## config.mk

```make
export PLATFORM = sky130hd
export DESIGN_NAME = sr04_trigger_gen
export DESIGN_NICKNAME = d
export VERILOG_FILES = /design/src/rtl/sr04_pkg.sv /design/src/rtl/sr04_echo_sync.sv /design/src/rtl/sr04_trigger_gen.sv
export SDC_FILE = /design/constraint.sdc
export NUM_CORES = 1
export LEC_CHECK = 0
export BUFFER_PORTS_ARGS = -buffer_cell sky130_fd_sc_hd__buf_2
export CORE_MARGIN = 4
export CORE_UTILIZATION = 50
export CTS_CLUSTER_SIZE = 12
export DETAILED_ROUTE_END_ITERATION = 8
export HOLD_SLACK_MARGIN = 0.02
export PLACE_DENSITY = 0.66
export SYNTH_ARGS = -nofsm -noshare
export SYNTH_HDL_FRONTEND = slang
export SYNTH_SLANG_ARGS = --single-unit
```

## constraint.sdc

```tcl
create_clock -name clk -period 2.95 [get_ports clk]
set_clock_uncertainty 0.15 [all_clocks]
set_input_delay 0.4425 -clock clk [delete_from_list [all_inputs] [get_ports clk]]
set_output_delay 0.4425 -clock clk [all_outputs]
set_load 0.01 [all_outputs]
```

## src/rtl/sr04_pkg.sv

```systemverilog
// rtl/sr04_pkg.sv - shared state encoding and 50 MHz timing defaults for the HC-SR04 blocks
package sr04_pkg;

    localparam logic [2:0] SR04_IDLE      = 3'd0;
    localparam logic [2:0] SR04_TRIG      = 3'd1;
    localparam logic [2:0] SR04_WAIT_ECHO = 3'd2;
    localparam logic [2:0] SR04_ECHO_HIGH = 3'd3;
    localparam logic [2:0] SR04_HOLDOFF   = 3'd4;

    typedef enum logic [2:0] {
        ST_IDLE      = SR04_IDLE,
        ST_TRIG      = SR04_TRIG,
        ST_WAIT_ECHO = SR04_WAIT_ECHO,
        ST_ECHO_HIGH = SR04_ECHO_HIGH,
        ST_HOLDOFF   = SR04_HOLDOFF
    } sr04_state_t;

    localparam int unsigned SR04_TRIG_CYCLES   = 500;
    localparam int unsigned SR04_PERIOD_CYCLES = 3_000_000;
    localparam int unsigned SR04_ECHO_TIMEOUT  = 1_500_000;
    localparam int unsigned SR04_CNT_W         = 22;

endpackage

```

## src/rtl/sr04_echo_sync.sv

```systemverilog
// rtl/sr04_echo_sync.sv - 2-flop echo synchroniser with single-cycle rise/fall pulses
module sr04_echo_sync (
    input  logic clk,
    input  logic rst,
    input  logic echo,
    output logic echo_s,
    output logic echo_rise,
    output logic echo_fall
);

    logic echo_meta;
    logic echo_d;

    always_ff @(posedge clk or posedge rst) begin
        if (rst) begin
            echo_meta <= 1'b0;
            echo_s    <= 1'b0;
            echo_d    <= 1'b0;
        end else begin
            echo_meta <= echo;
            echo_s    <= echo_meta;
            echo_d    <= echo_s;
        end
    end

    // Edges are taken from the second flop so they line up with echo_s.
    assign echo_rise = echo_s & ~echo_d;
    assign echo_fall = ~echo_s & echo_d;

endmodule

```

## src/rtl/sr04_trigger_gen.sv

```systemverilog
// rtl/sr04_trigger_gen.sv - HC-SR04 trigger pulse, measurement pacing and echo timeout
module sr04_trigger_gen
    import sr04_pkg::*;
#(
    parameter int unsigned TRIG_CYCLES   = SR04_TRIG_CYCLES,
    parameter int unsigned PERIOD_CYCLES = SR04_PERIOD_CYCLES,
    parameter int unsigned ECHO_TIMEOUT  = SR04_ECHO_TIMEOUT,
    parameter int unsigned CNT_W         = SR04_CNT_W
) (
    input  logic clk,
    input  logic rst,
    input  logic enable,
    input  logic start,
    input  logic echo,
    output logic trig,
    output logic busy,
    output logic meas_done,
    output logic timeout
);

    localparam logic [CNT_W-1:0] TRIG_LAST    = CNT_W'(TRIG_CYCLES - 1);
    localparam logic [CNT_W-1:0] TIMEOUT_LAST = CNT_W'(ECHO_TIMEOUT - 1);
    localparam logic [CNT_W-1:0] PERIOD_LAST  = CNT_W'(PERIOD_CYCLES - 1);
    localparam logic [CNT_W-1:0] PERIOD_EXIT  = CNT_W'(PERIOD_CYCLES - 2);

    sr04_state_t      state;
    logic [CNT_W-1:0] cnt;
    logic [CNT_W-1:0] period_cnt;
    logic             echo_s;
    logic             echo_rise;
    logic             echo_fall;

    sr04_echo_sync u_echo_sync (
        .clk       (clk),
        .rst       (rst),
        .echo      (echo),
        .echo_s    (echo_s),
        .echo_rise (echo_rise),
        .echo_fall (echo_fall)
    );

    always_ff @(posedge clk or posedge rst) begin
        if (rst) begin
            state      <= ST_IDLE;
            trig       <= 1'b0;
            busy       <= 1'b0;
            meas_done  <= 1'b0;
            timeout    <= 1'b0;
            cnt        <= '0;
            period_cnt <= '0;
        end else begin
            meas_done <= 1'b0;
            timeout   <= 1'b0;
            if (period_cnt != PERIOD_LAST)
                period_cnt <= period_cnt + 1'b1;

            case (state)
                ST_IDLE: begin
                    // A stuck-high echo blocks new triggers until the line is seen low.
                    if ((enable || start) && !echo_s) begin
                        state      <= ST_TRIG;
                        trig       <= 1'b1;
                        busy       <= 1'b1;
                        cnt        <= '0;
                        period_cnt <= '0;
                    end
                end
                ST_TRIG: begin
                    if (cnt == TRIG_LAST) begin
                        state <= ST_WAIT_ECHO;
                        trig  <= 1'b0;
                        cnt   <= '0;
                    end else begin
                        cnt <= cnt + 1'b1;
                    end
                end
                ST_WAIT_ECHO: begin
                    if (cnt == TIMEOUT_LAST) begin
                        state   <= ST_HOLDOFF;
                        timeout <= 1'b1;
                    end else begin
                        cnt <= cnt + 1'b1;
                        if (echo_rise)
                            state <= ST_ECHO_HIGH;
                    end
                end
                ST_ECHO_HIGH: begin
                    // The limit is tested first so a coincident echo fall reports a timeout.
                    if (cnt == TIMEOUT_LAST) begin
                        state   <= ST_HOLDOFF;
                        timeout <= 1'b1;
                    end else if (echo_fall) begin
                        state     <= ST_HOLDOFF;
                        meas_done <= 1'b1;
                    end else begin
                        cnt <= cnt + 1'b1;
                    end
                end
                ST_HOLDOFF: begin
                    // Leave one cycle early so the IDLE cycle lands on the period boundary.
                    if (period_cnt == PERIOD_EXIT || period_cnt == PERIOD_LAST) begin
                        state <= ST_IDLE;
                        busy  <= 1'b0;
                    end
                end
                default: begin
                    state <= ST_IDLE;
                    trig  <= 1'b0;
                    busy  <= 1'b0;
                end
            endcase
        end
    end

endmodule
```

# --- Word level (Yosys, flattened, before mapping) ---
# Cells that the tools add are included.
totals:
  wordCells: 75
  input_bits: 5
  out_inout_bits: 4
  register_bits: 54
op_classes:
  n_mux: 27
  addsub: 2
  bitwise: 6
  reduce_logical: 13
  n_eq_ne: 17
op_table:
  columns: ["cell", "count"]
  rows:
  - ["two-way mux 22 bit", 8]
  - ["one-hot mux 22 bit (4 select lines)", 1]
  - ["adder 22 x 1 -> 22 bit (second input constant)", 2]
  - ["equality test 22 bit (second input constant)", 2]
  - ["equality test 22 x 21 -> 1 bit (second input constant)", 1]
  - ["equality test 22 x 9 -> 1 bit (second input constant)", 1]
  - ["inequality test 22 bit (second input constant)", 1]
  - ["two-way mux 3 bit", 7]
  - ["one-hot mux 3 bit (5 select lines)", 1]
  - ["inequality test 2 bit (second input constant)", 6]
  - ["AND reduction 5 bit", 2]
  - ["two-way mux 1 bit", 8]
  - ["equality test 3 x 2 -> 1 bit (second input constant)", 2]
  - ["inequality test 3 bit (second input constant)", 2]
  - ["one-hot mux 1 bit (3 select lines)", 2]
  - ["AND reduction 3 bit", 2]
  - ["OR reduction 3 bit", 2]
  - ["NOT 1 bit", 4]
  - ["nonzero test 4 bit", 1]
  - ["equality test 3 x 1 -> 1 bit (second input constant)", 1]
  - ["equality test 3 bit (second input constant)", 1]
  - ["zero test 3 bit", 1]
  - ["AND 1 bit", 2]
  - ["logical OR 1 bit", 2]
  - ["3 further kinds", 3]

# --- Depth between registers and ports, before layout ---
# Gate-level depths: netlist of the first run.
depth:
  word_depth: 5
  mapped_depth: 8
  ltp_nobuf: 6

# --- Hierarchy ---
# A second synthesis of the first run with hierarchy kept.
unflattened:
  hier_cells: 339
  area_unflattened_um2: 3030.4
by_module_without_submodules:
  columns: ["module", "seq_area_each_um2", "cells_each", "area_per_inst_um2", "instances"]
  rows:
  - ["sr04_trigger_gen", 1276.2, 333, 2936.6, 1]
  - ["sr04_echo_sync", 75.1, 6, 93.8, 1]

# --- Worst setup path before layout of the first run ---
# No wires, ideal clock.
synth_timing:
  kind: "register -> register"
  startpoint: "register cnt[0]"
  endpoint: "register cnt[11]"
  stages_incl_launch_ff: 9
  period_less_slack_ns: 2.150
  path_slack_ns: 0.800
  n_path_buf: 2
  arrival_time_ns: 1.896
  setup_ns: 0.104
  t_required_ns: 2.696
  path_cell_list: "dfrtp_1 -> ha_1 -> nand3_1 -> nor4_1 -> a31o_1 -> buf_6 -> clkbuf_1 -> a2bb2oi_1 -> o41ai_2"
synth_via:
  elab_chain_len: 4
  word_cells_on_any_way: 11
  classes_between: "add/sub: 1; eq/ne: 4; mux: 5; reduce/logical: 1"
synth_lines:
  columns: ["item", "line", "source"]
  rows:
  - ["from (decl)", "sr04_trigger_gen.sv:27", "logic [CNT_W-1:0] cnt;"]
  - ["from (signal assigned)", "sr04_trigger_gen.sv:74", "cnt <= cnt + 1'b1;"]
  - ["from (signal assigned)", "sr04_trigger_gen.sv:82", "cnt <= cnt + 1'b1;"]
  - ["from (signal assigned)", "sr04_trigger_gen.sv:96", "cnt <= cnt + 1'b1;"]
  - ["adder 22 x 1 -> 22 bit", "sr04_trigger_gen.sv:74, sr04_trigger_gen.sv:82, sr04_trigger_gen.sv:96", null]
  - ["two-way mux 22 bit", "sr04_trigger_gen.sv:92", "end else if (echo_fall) begin"]
  - ["two-way mux 22 bit", "sr04_trigger_gen.sv:89", "if (cnt == TIMEOUT_LAST) begin"]
  - ["one-hot mux 22 bit (4 select lines)", "sr04_trigger_gen.sv:57", "case (state)"]
# Several ways; a longest one is shown, not always the timed one. The select of a mux whose other input is x is not followed.
# A chain may end at the register's enable or synchronous reset.

# --- Worst setup path in the final report of the first run ---
layout_timing:
  startpoint: "register cnt[0]"
  endpoint: "register cnt[14]"
# Same word-level chain as after synthesis.

==> flow_metrics.py, run 1 <==
metrics = {
    "power": {
        "p_int_w": 0.00122,
        "p_sw_w": 0.000590,
        "comb_power_share_pct": 17.6,
        "vdd_drop_max_v": 0.000337,
        "p_seq_share_pct": 57.6,
        "clockPowerShare_pct": 24.7,
        "sw_frac_of_total_pct": 32.7,
        "p_leak_nw": 1.29,
        "p_per_area_nw_per_um2": 564,
    },
    "floorplan": {
        "core_area_sq_um": 5640,
        "die_w_um": 85.0,
        "fp.dieH_um": 85.0,
        "rows": 27,
        "pin_count": 9,
        "die_area_sq_um": 7230,
        "start_util_pct": 52.6,
    },
    "route": {
        "drt_wl_total_mm": 6.32,
        "num_vias": 2423,
        "viasPerCell": 6.00,
        "firstDrtPassIters": 4,
        "drtAntennaViolNets": 0,
        "wire_per_inst_um": 15.6,
        "drc": 0,
        "drtIter0Drc": 149,
    },
    "synthesis": {
        "synth-simple-area-share_pct": 28.7,
        "synthesis.area_sq_um": 2970,
        "synth_xor_area_share_pct": 4.43,
        "async_flop_share_pct": 100,
        "synth_nets": 327,
        "avgSynthCellArea_sq_um": 9.30,
        "yosys_warnings": 0,
        "synthTopCellsByArea": "dfrtp_1, nand3_1, nor2_1",
        "seq_area_frac_synth_pct": 45.6,
        "synth_fa_ha_area_share_pct": 1.27,
        "synth_compound_area_share_pct": 16.1,
        "ys.flop_type": "dfrtp_1",
        "synthTopCellsByCount": "dfrtp_1, nor2_1, nand2_1, nand3_1, nor3_1",
        "yosysTopAreaCellShare_pct": 45.6,
        "syn_inst": 319,
        "synth_top_family_by_area": "simple AND/OR/NAND/NOR gates",
        "synth_cell_types": 51,
        "synth_area_leader_cell": "dfrtp_1",
        "synth_edf_count": 0,
        "muxShareOfSynthArea_pct": 0.717,
        "ys_ff_latch": 54,
        "yosys.cell_count.top_type": "dfrtp_1",
    },
    "flow_run": {
        "drv_cap": 0,
    },
    "setup_path": {
        "cp_slowest_cell": "o31ai_4",
        "crit_required_ns": 3.00,
        "max_stage_delay_ns": 0.49,
        "crit_chain": "ha_1 > nor4b_1 > nand2_1 > o31ai_4 > nor2_1 > a22o_1",
        "crit_path_end_kind": "register",
        "reg2reg_depth": 6,
        "critPathMaxFanout": 10,
        "critPathBufInv": 0,
        "worstPathArrival_ns": 2.47,
        "cp-start-kind": "register",
        "cp_top_family": "compound AO/OA/AOI/OAI gates",
        "critPathKind": "reg -> reg",
        "reg2reg_from": "cnt[0]",
        "regToRegEndpoint": "cnt[14]",
        "r2r_slack_ns": 0.53,
    },
    "grt": {
        "gr-total-overflow": 0,
        "grt_use_total_pct": 19.2,
        "grt_pass1_vias": 2315,
        "antenna_found_initial": 0,
        "grt_first_pass_wirelength_mm": 11.3,
        "grt_max_degree": 33,
    },
    "clock_tree": {
        "clock_latency_ns": 0.31,
        "htreeDepth": 2,
        "ctsResizeCount": 0,
        "cts_made_buffers": 5,
        "root_buffer": "clkbuf_8",
        "clock_sinks": 54,
        "cts.path.max_buffers": 2,
        "cts_tree": "yes",
        "clk_pin_slew_worst_paths_ns": 0.10,
    },
    "timing": {
        "rsz0062_at_grt": "false",
        "setup_viol": 0,
        "finalWorstSetupSlack_ns": 0.529,
        "maxSlewViolCount": 0,
        "tightest_slew_ns": 0.689,
        "fin_crit_ns": 2.42,
        "relSlewSlack_pct": 53.7,
        "hold_slack_ns": 0.0865,
        "max_freq_ghz": 0.413,
        "hold_violations": 0,
        "tns_ns": 0,
        "period_share_pct": 82.1,
    },
    "run_status": {
        "status": "finished, final reports clean",
    },
    "placement": {
        "finalWeightedCongestion": 0.882,
        "dp_slack_ns": 0.507,
        "place.detailed.hpwl_mm": 4.56,
        "io_buffers": 8,
    },
    "finish": {
        "final_nets": 339,
        "synthToLayoutAreaGrowth_pct": 7.97,
        "drive_gt1_share_pct": 10.5,
        "num-fill-cells": 491,
        "n_antenna_cell": 0,
    },
    "worst_hold_path": {
        "holdCritStartpoint": "echo",
        "hold_depth": 1,
        "hold_class": "in -> reg",
        "hold_end": "u_echo_sync.echo_meta",
    },
}
flip-flops by register name, summed over array words and instances, names as in the netlist:
| name | flops |
|---|---|
| u_echo_sync.echo_meta | 1 |
| period_cnt | 22 |
| state | 3 |
| timeout | 1 |
| u_echo_sync.echo_s | 1 |
| u_echo_sync.echo_d | 1 |
| cnt | 22 |
| meas_done | 1 |
| trig | 1 |
| busy | 1 |
metal layers:
metal / global-route usage (%) / vias up / part of all wire, %
li1: - / 1203 / -
met1: 28.8 / 1176 / 51
met2: 28.5 / 37 / 45
met3: 3.20 / 7 / 3.3
met4: 5.18 / 0 / 1.1
met5: 0 / - / 0
power by group through the flow:
stage	Combinational (W)	Sequential [W]	Clock (W)
global placement	0.000314	0.00105	0
detailed placement	0.000322	0.00105	0
finish	0.000319	0.00104	0.000447
global route	0.000370	0.00107	0.000502
CTS	0.000324	0.00104	0.000465
floorplan	0.000270	0.00100	0
layout make-up:
class	count	area [sq um]	share of cell area, %
Multi-Input combinational cell	244	1530	47.7
Inverter	11	41.3	1.29
Timing Repair Buffer	15	95.1	2.97
Clock buffer	6	82.6	2.58
Sequential cell	54	1350	42.2
Clock inverter	2	16.3	0.508
Tap cell	72	90.1	2.81
cell usage in the layout, fill, tap and decap left out, drive strengths merged, types with 9 or more instances in the layout:
cell type / Yosys / routed
nand3: 27 / 27
nor2: 33 / 33
a21oi: 12 / 12
xnor2: 12 / 12
or3: 10 / 10
dfrtp: 54 / 54
nand2: 28 / 28
nand4: 9 / 9
nor3: 16 / 16
inv: 11 / 12
buf: 3 / 14
o21ai: 11 / 11
kinds of logic (layout without fill, tap and decap cells):
kind of cell,Yosys count,after routing
XOR/XNOR,15,15
AND/OR/NAND/NOR,160,160
multiplexers,2,2
adder cells (fa/ha/maj),3,3
flip-flops,54,54
AO/OA/AOI/OAI,64,64
buffers and inverters,21,34
repair_timing:
action / 4_1_cts / 5_1_grt
hold endpoints to repair: 3 / 0
setup buffers: 0 / 0
hold buffers: 1 / 0
setup endpoints to repair: 0 / 0
worst register-to-register path, stage by stage, from the launching register on:
cell and delay (ns):
dfrtp_1 0.41, ha_1 0.31, nor4b_1 0.29, nand2_1 0.19
o31ai_4 0.49, nor2_1 0.23, a22o_1 0.25
how the worst max path moves through the flow:
stage,start,cells past startpoint,endpoint,slack [ns]
final,cnt[0],6,cnt[14],0.53
after global routing,cnt[0],6,cnt[14],0.28
after CTS,cnt[0],6,cnt[14],0.50
after detailed placement,cnt[0],6,cnt[14],0.51
after global placement,cnt[0],6,cnt[10],0.58
after floorplan,cnt[0],8,cnt[11],0.80
through the flow:
stage                     instances  util [%]  power [W]  area, sq um
after floorplan                 319         -    0.00127         2970
after global placement          395      54.8    0.00136         3090
after detailed placement        395      54.8    0.00138         3090
after CTS                       404      56.8    0.00183         3200
after global routing            404      56.8    0.00194         3200
final                           404      56.8    0.00181         3200
(Power assumes the default switching activity.)
==> run 2: changes to the inputs <==
PLACE_DENSITY = 0.69   (was 0.66)
clock period = 2.1 ns   (was 2.95 ns; I/O delays follow)
==> flow_metrics.py, run 2 (same netlist as run 1, synthesis figures left out) <==
metrics = {
    "setup_path": {
        "crit_required_ns": 2.15,
        "cp_slowest_cell": "dfrtp_1",
        "critPathKind": "reg -> reg",
        "cp-start-kind": "register",
        "crit_path_frequent_cell": "buf_6",
        "crit_chain": "nor4_4 > buf_4 > nand3_4 > buf_6 > o31ai_4 > buf_6 > a2bb2oi_2 > o31ai_2",
        "worstPathArrival_ns": 2.20,
        "crit_path_end_kind": "register",
        "max_stage_delay_ns": 0.43,
        "critPathMaxFanout": 8,
    },
    "worst_hold_path": {
        "hold_class": "reg -> reg",
    },
    "clock_tree": {
        "clk_pin_slew_worst_paths_ns": 0.10,
        "clock_latency_ns": 0.31,
        "cts_tree": "yes",
        "cts.path.max_buffers": 2,
        "htreeDepth": 2,
        "cts_made_buffers": 5,
        "clock_sinks": 54,
        "root_buffer": "clkbuf_8",
    },
    "timing": {
        "hold_slack_ns": 0.210,
        "hold_violations": 0,
        "rsz0062_at_grt": "true",
        "tightest_slew_ns": 0.431,
        "setup_viol": 6,
        "relSlewSlack_pct": 71.2,
        "period_share_pct": 103,
        "fin_crit_ns": 2.15,
        "finalWorstSetupSlack_ns": -0.0532,
        "maxSlewViolCount": 0,
        "max_freq_ghz": 0.464,
    },
    "grt": {
        "gr-total-overflow": 0,
        "antenna_found_initial": 0,
        "grt_use_total_pct": 21.8,
        "grt_first_pass_wirelength_mm": 12.8,
        "grt_pass1_vias": 2688,
        "grt_max_degree": 38,
    },
    "power": {
        "clockPowerShare_pct": 24.5,
        "p_per_area_nw_per_um2": 758,
        "p_leak_nw": 1.72,
        "p_seq_share_pct": 48.2,
        "sw_frac_of_total_pct": 32.5,
        "p_int_w": 0.00202,
        "p_sw_w": 0.000972,
        "comb_power_share_pct": 27.2,
        "vdd_drop_max_v": 0.000572,
    },
    "floorplan": {
        "core_area_sq_um": 5640,
        "start_util_pct": 52.6,
        "pin_count": 9,
        "fp.dieH_um": 85.0,
        "rows": 27,
        "die_w_um": 85.0,
        "die_area_sq_um": 7230,
    },
    "finish": {
        "largestRegisters": "cnt (22), period_cnt (22), state (3)",
        "final_nets": 395,
        "final_common_cell": "dfrtp_1",
        "num-fill-cells": 400,
        "drive_gt1_share_pct": 31.5,
        "final_cell_mix": "dfrtp_1, buf_4, nor2_1",
        "synthToLayoutAreaGrowth_pct": 33.2,
        "n_antenna_cell": 0,
    },
    "route": {
        "viasPerCell": 6.07,
        "m1WireLength_mm": 3.64,
        "drtAntennaViolNets": 0,
        "drt_wl_total_mm": 8.25,
        "wl_met2_mm": 3.96,
        "drtIter0Drc": 272,
        "firstDrtPassIters": 7,
        "met3_length_um": 459,
        "wire_per_inst_um": 18.0,
        "num_vias": 2787,
        "routed.top_layer": "met4",
        "drc": 0,
    },
    "placement": {
        "place.detailed.hpwl_mm": 5.21,
        "io_buffers": 8,
        "finalWeightedCongestion": 0.915,
        "dp_slack_ns": -0.0900,
    },
    "flow_run": {
        "drv_cap": 0,
    },
    "run_status": {
        "status": "complete, but fails checks",
        "violations": "setup timing",
    },
}
run 2: path summary, 6_finish.rpt:
kind / depth (start not counted) / to / from / slack (ns)
setup / recovery: 8 / cnt[12] / cnt[12] / -0.05
hold / removal: 0 / u_echo_sync.echo_s / u_echo_sync.echo_meta / 0.21
setup reg to reg: 8 / cnt[12] / cnt[12] / -0.05
hold reg to reg: 0 / u_echo_sync.echo_s / u_echo_sync.echo_meta / 0.21
max in group asynchronous: 4 / cnt[13] / rst / 0.87
min in group asynchronous: 3 / cnt[17] / rst / 0.38
run 2: layout make-up:
| class | count | area [sq um] | area share, % |
|---|---|---|---|
| sequential | 54 | 1350 | 34.3 |
| multi-input combinational | 246 | 1770 | 44.7 |
| tap | 72 | 90.1 | 2.28 |
| clock buffer | 6 | 82.6 | 2.09 |
| clock inverter | 1 | 30.0 | 0.760 |
| inverter | 11 | 41.3 | 1.04 |
| timing repair buffer | 69 | 587 | 14.9 |
run 2: critical path: cells and delay by family (launching register included):
family / cells / cell delay (ns)
buf+inv: 3 / 0.52
flops: 1 / 0.43
simple gates: 2 / 0.41
compound gates: 3 / 0.53
run 2: power by group through the flow:
stage	logic [W]	clock network, W	registers, W
2_1_floorplan	0.000381	0	0.00141
3_3_place_gp	0.000677	0	0.00141
3_5_place_dp	0.000700	0	0.00143
4_1_cts	0.000734	0.000744	0.00141
5_1_grt	0.000904	0.000796	0.00147
6_report	0.000815	0.000735	0.00144
run 2: timing repair:
item,4_1_cts,5_1_grt
gates cloned,1,3
setup endpoints to repair,23,31
hold endpoints to repair,18,0
hold buffers,2,0
pin swaps,8,15
gates resized for setup,16,33
setup buffers,3,5
run 2: stage by stage:
stage / power, W / util [%] / setup TNS [ns] / instances / instance area [sq um]
after floorplan: 0.00179 / - / 0 / 319 / 2980
after global placement: 0.00209 / 61.4 / -0.105 / 438 / 3460
after detailed placement: 0.00213 / 61.4 / -0.723 / 438 / 3460
after CTS: 0.00289 / 65.7 / 0 / 451 / 3700
after global routing: 0.00317 / 70.0 / -2.37 / 459 / 3950
final: 0.00300 / 70.0 / -0.128 / 459 / 3950
run 2: metal layers:
layer | track usage (%) | vias to the layer above
li1 | - | 1321
met3 | 4.66 | 21
met1 | 29.2 | 1348
met4 | 6.47 | 0
met2 | 35.5 | 97
met5 | 0 | -
